`config.mk`:
```
export PLATFORM = sky130hd
export DESIGN_NAME = proc_control_fsm
export DESIGN_NICKNAME = d
export VERILOG_FILES = /design/src/rtl/proc_control_fsm_pkg.sv /design/src/rtl/proc_control_fsm_dec3to8.sv /design/src/rtl/proc_control_fsm.sv
export SDC_FILE = /design/constraint.sdc
export NUM_CORES = 1
export LEC_CHECK = 0
export BUFFER_PORTS_ARGS = -buffer_cell sky130_fd_sc_hd__buf_2
export CAP_MARGIN = 10
export CORE_AREA = 2 2 39 41
export CTS_CLUSTER_SIZE = 12
export DETAILED_ROUTE_END_ITERATION = 8
export DIE_AREA = 0 0 41 43
export PLACE_DENSITY = 0.7
export SLEW_MARGIN = 20
export SYNTH_ARGS = -nofsm -noshare
export SYNTH_HDL_FRONTEND = slang
export SYNTH_SLANG_ARGS = --single-unit
```
`constraint.sdc`:
```
create_clock -name CLKb -period 0.92 [get_ports CLKb]
set_input_delay 0 -clock CLKb [delete_from_list [all_inputs] [get_ports CLKb]]
set_output_delay 0 -clock CLKb [all_outputs]
set_load 0.05 [all_outputs]
```
`src/rtl/proc_control_fsm_pkg.sv`:
```
// Shared types and constants for the simple-processor control unit.
package proc_ctrl_pkg;

  typedef enum logic [1:0] {
    T0 = 2'd0,
    T1 = 2'd1,
    T2 = 2'd2,
    T3 = 2'd3
  } state_t;

  typedef enum logic [3:0] {
    OP_MV  = 4'b0000,
    OP_MVI = 4'b0001,
    OP_ADD = 4'b0010,
    OP_SUB = 4'b0011,
    OP_AND = 4'b0100,
    OP_OR  = 4'b0101,
    OP_XOR = 4'b0110
  } opcode_t;

  localparam logic [3:0] BUS_G    = 4'd8;
  localparam logic [3:0] BUS_DIN  = 4'd9;
  localparam logic [3:0] BUS_IDLE = 4'd15;

  localparam int unsigned OP_MSB = 9;
  localparam int unsigned OP_LSB = 6;
  localparam int unsigned RX_MSB = 5;
  localparam int unsigned RX_LSB = 3;
  localparam int unsigned RY_MSB = 2;
  localparam int unsigned RY_LSB = 0;

endpackage

```
`src/rtl/proc_control_fsm_dec3to8.sv`:
```
// Combinational 3-to-8 one-hot decoder with enable.
module dec3to8 (
  input  logic       en,
  input  logic [2:0] sel,
  output logic [7:0] y_c
);

  always_comb begin
    y_c = 8'd0;
    if (en) y_c[sel] = 1'b1;
  end

endmodule

```
`src/rtl/proc_control_fsm.sv`:
```
// Multi-cycle control unit: fetch on Run, then sequence T1-T3 per decoded opcode.
module proc_control_fsm
  import proc_ctrl_pkg::*;
#(
  parameter int unsigned IW   = 10,
  parameter int unsigned NREG = 8
) (
  input  logic            CLKb,
  input  logic            RSTb,
  input  logic            Run,
  input  logic [IW-1:0]   IR,
  output logic            IR_E,
  output logic [NREG-1:0] Rin,
  output logic            A_E,
  output logic            G_E,
  output logic [2:0]      ALU_op,
  output logic [3:0]      Bus_sel,
  output logic            Busy,
  output logic            Done
);

  state_t     state, next_state;
  logic [3:0] opc;
  logic [2:0] rx, ry;
  logic       is_alu;
  logic       rin_en;
  logic [7:0] rin_c;

  assign opc    = IR[OP_MSB:OP_LSB];
  assign rx     = IR[RX_MSB:RX_LSB];
  assign ry     = IR[RY_MSB:RY_LSB];
  assign is_alu = (opc >= OP_ADD) && (opc <= OP_XOR);

  // State advances on the falling edge; reset returns to T0 immediately.
  always_ff @(negedge CLKb or negedge RSTb) begin
    if (!RSTb) state <= T0;
    else       state <= next_state;
  end

  always_comb begin
    next_state = state;
    IR_E       = 1'b0;
    A_E        = 1'b0;
    G_E        = 1'b0;
    rin_en     = 1'b0;
    ALU_op     = 3'd0;
    Bus_sel    = BUS_IDLE;
    Done       = 1'b0;
    Busy       = (state != T0);
    unique case (state)
      T0: begin
        // Run is masked during reset so no fetch can be requested.
        IR_E = Run & RSTb;
        if (Run) next_state = T1;
      end
      T1: begin
        next_state = T0;
        if (opc == OP_MV) begin
          Bus_sel = {1'b0, ry};
          rin_en  = 1'b1;
          Done    = 1'b1;
        end else if (opc == OP_MVI) begin
          Bus_sel = BUS_DIN;
          rin_en  = 1'b1;
          Done    = 1'b1;
        end else if (is_alu) begin
          Bus_sel    = {1'b0, rx};
          A_E        = 1'b1;
          next_state = T2;
        end else begin
          Done = 1'b1;
        end
      end
      T2: begin
        Bus_sel    = {1'b0, ry};
        G_E        = 1'b1;
        ALU_op     = is_alu ? opc[2:0] : 3'd0;
        next_state = T3;
      end
      T3: begin
        Bus_sel    = BUS_G;
        rin_en     = 1'b1;
        Done       = 1'b1;
        next_state = T0;
      end
      default: next_state = T0;
    endcase
  end

  dec3to8 u_dec (
    .en  (rin_en),
    .sel (rx),
    .y_c (rin_c)
  );

  assign Rin = NREG'(rin_c);

  a_rin_onehot: assert property (@(negedge CLKb) disable iff (!RSTb) $onehot0(Rin));
  a_one_enable: assert property (@(negedge CLKb) disable iff (!RSTb)
                                 $onehot0({IR_E, A_E, G_E, |Rin}));
  a_done_pulse: assert property (@(negedge CLKb) disable iff (!RSTb) Done |=> !Done);

endmodule

```
==> metrics.md <==
| Metric | Value |
|---|---|
| Status | finished with violations |
| Failing checks | setup timing |
| Syn_area_per_cell | ~6.4 µm² |
| Total GRT Usage | 23.0% |
| Final WL | 1.71 mm |
| Number of I/O port buffers | 32 |
| N_diodes | 0 |
| TritonCTS clock tree | built |
| CTS Sinks | 2 |
| Hold_ws | 0.345 ns |
| Clock transition at path regs | approximately 0.03 ns |
| Place WS | -0.817 ns |
| Layout cells sized above 1 | 78.4% |
| Die Ht | 43 µm |
| Sequential fraction of the synthesis area | about 14% |
| # fillers | 84 |
| Max Transition Viols Final | 0 |
| Slew @ Worst Pin | 0.382 ns |
| Slew HR | 74.5% |
| Slowest stage cell, crit path | dfrtn_1 |
| CP delay by family, top | flip-flops |
| Via count | 623 |
| Final ANT Viol Nets | 0 |
| Post-DP HPWL | 1.09 mm |
| Area delta synth->final | 212% |
| GRT overflow | 0 |
| FP Rows | 14 |
| RD Place Congestion | 0.790 |
| Pin count of the biggest net entering global routing | 8 |
| Worst Path Required | between 0.9 and 1 ns |
| Max cap viols | 0 |
| CP Max Fanout | 7 |
| Clock Path Buffers | 2 |
| Final setup vio count | 22 |
| Peak supply drop | 2.16 mV |
| Ports | 33 |
| Final setup skew | 0.00195 ns |
| Initial antenna violation count | 0 |
| Worst Path Arrival | 1.94 ns |
| DRC violations left | 0 |
| Leak Pwr | between 0.0005 and 0.0006 µW |
| EDFF count, synth | 0 |
| Initial DRC count | 7 |
| Seq cells post-synth | 2 |
| Die width | 41 µm |
| Biggest area consumer among synthesized cells | dfrtn_1 |
| CP Buf/Inv Count | 2 |
| Count leader, synth | nor2_1 |
| Post-layout instance area | 1130 µm² |
| First-pass GRT wire length | approximately 2.7 mm |
| RSZ-0062 raised after global routing | true |
| Final hold vios | 0 |
| Critical-path cell list | nand2b_1, buf_6, nor4_4, buf_6 |
| Final worst setup slack | -1.02 ns |
| Fin util | 81.9% |
| Max stage delay on crit path | around 0.54 ns |
| Initial Util | 26.2% |
| DR WL/cell | 13.5 µm |
| Power Total | 2800 µW |
| Post-synth ARST share | 100% |
| Commonest cells post-synth | 8 x nor2_1, 6 x nand2_1, 6 x nor3_1, 5 x nand2b_1, 4 x inv_1 |
| Hold Path Class | primary input to flop |
| Later-pin clock latency in the skew report | 0.24 ns |
| CTS Buf Count | 3 |
| Placement Cell Area | 878 µm² |
| Endpoint kind of the worst setup timing path | output pin |
| Setup CP Type | flop to output pin |
| Clock Root Buffer | clkbuf_4 |
| Core area | 1380 µm² |
| First-pass DRT Iterations | 4 |
| YS warnings | 0 |
| Vias in the first global route | 638 |
| Die area | 1760 µm² |
| Vias per cell | 4.91 |
| Syn_nets | 70 |
| Final #Nets | 126 |
| Synth cell types | 24 |
| Cell Area, Synth | 363 µm² |
| Post-Syn Instances | 57 |
| CP Launch Type | flop |
| Synth Flop Type | dfrtn_1 |
| H-tree lvl count | 1 |
| Top post-synthesis cells by area | dfrtn_1 14%, nand2b_1 8.6%, nor3_1 8.3% |
| PwrDens | between 2000 and 2500 nW/µm² |
| Yosys top cell area share | around 14% |
| CP most frequent cell | buf_6 |
## worst register-to-register path, stage by stage, from the launching register on
cell      delay [ns]
dfrtn_1         0.47
nand2b_1        0.21
buf_6           0.13
o21ai_1         0.07
## kinds of logic after synthesis
| group | after synthesis | synth area share (%) |
|---|---|---|
| xor+xnor | 1 | 2.41 |
| flops | 2 | 13.8 |
| simple gates | 35 | 51.0 |
| compound gates | 13 | 25.9 |
| buf+inv | 6 | 6.90 |
## area by class of cell
class	instances	area [µm²]	share of cell area, %
Clock buffer	3	22.5	1.99
Tap cell	16	20.0	1.77
Timing Repair Buffer	53	494	43.6
Multi-Input combinational cell	49	528	46.6
Sequential cell	2	50.0	4.42
Inverter	4	18.8	1.66
## where the power goes
part | internal [µW] | switching [µW]
logic | 1050 | 1370
registers | 126 | 65.9
clock network | 144 | 53.2
total | 1320 | 1480
## per-layer routing
metal	GRT usage, %	vias up	wire length, µm
met5	0	-	0
met4	10.0	0	0
met3	3.66	0	44
met2	38.4	13	1070
met1	27.1	298	599
li1	-	312	-
## cell usage in the layout, fill, tap and decap left out, drive strengths merged
cell type,synthesis,layout
or2,1,1
a211oi,1,1
o21a,2,2
a21oi,3,3
and3,2,2
xnor2,1,1
o211ai,1,1
nand2,6,6
clkbuf,0,3
nand2b,5,5
o21ai,3,3
clkinvlp,0,1
and2,2,2
a32oi,1,1
nor3,7,7
dlygate4sd3,0,1
nor2,9,9
nand3,1,1
o32a,2,2
nor4,2,2
dfrtn,2,2
inv,4,3
buf,2,52
## per-stage QoR
step           TNS [ns]  cells
2_1_floorplan    -12.86     57
3_3_place_gp     -13.81    121
3_5_place_dp     -14.32    121
4_1_cts          -18.06    127
5_1_grt          -19.89    127
6_report         -18.61    127
## worst paths after layout
path | from | depth (start not counted) | endpoint | slack (ns)
worst min register to register | state[0] | 2 | flop | 0.65
worst min-delay path | Run | 3 | state[0] | 0.34
worst max-delay path | state[0] | 4 | Rin[0] | -1.02
min in group asynchronous | RSTb | 2 | asynchronous set/reset pin | 0.44
max in group asynchronous | RSTb | 2 | state[0] | 0.33
worst max register to register | flop | 3 | flop | -0.12
## what timing repair did
action,CTS,global route
endpoints found under the setup margin,21,22
hold buffers,1,0
setup buffers,2,0
hold endpoints to repair,2,0
pin swaps,7,4
resized for setup,54,7
No activity file was read; power rests on OpenSTA's default activity.
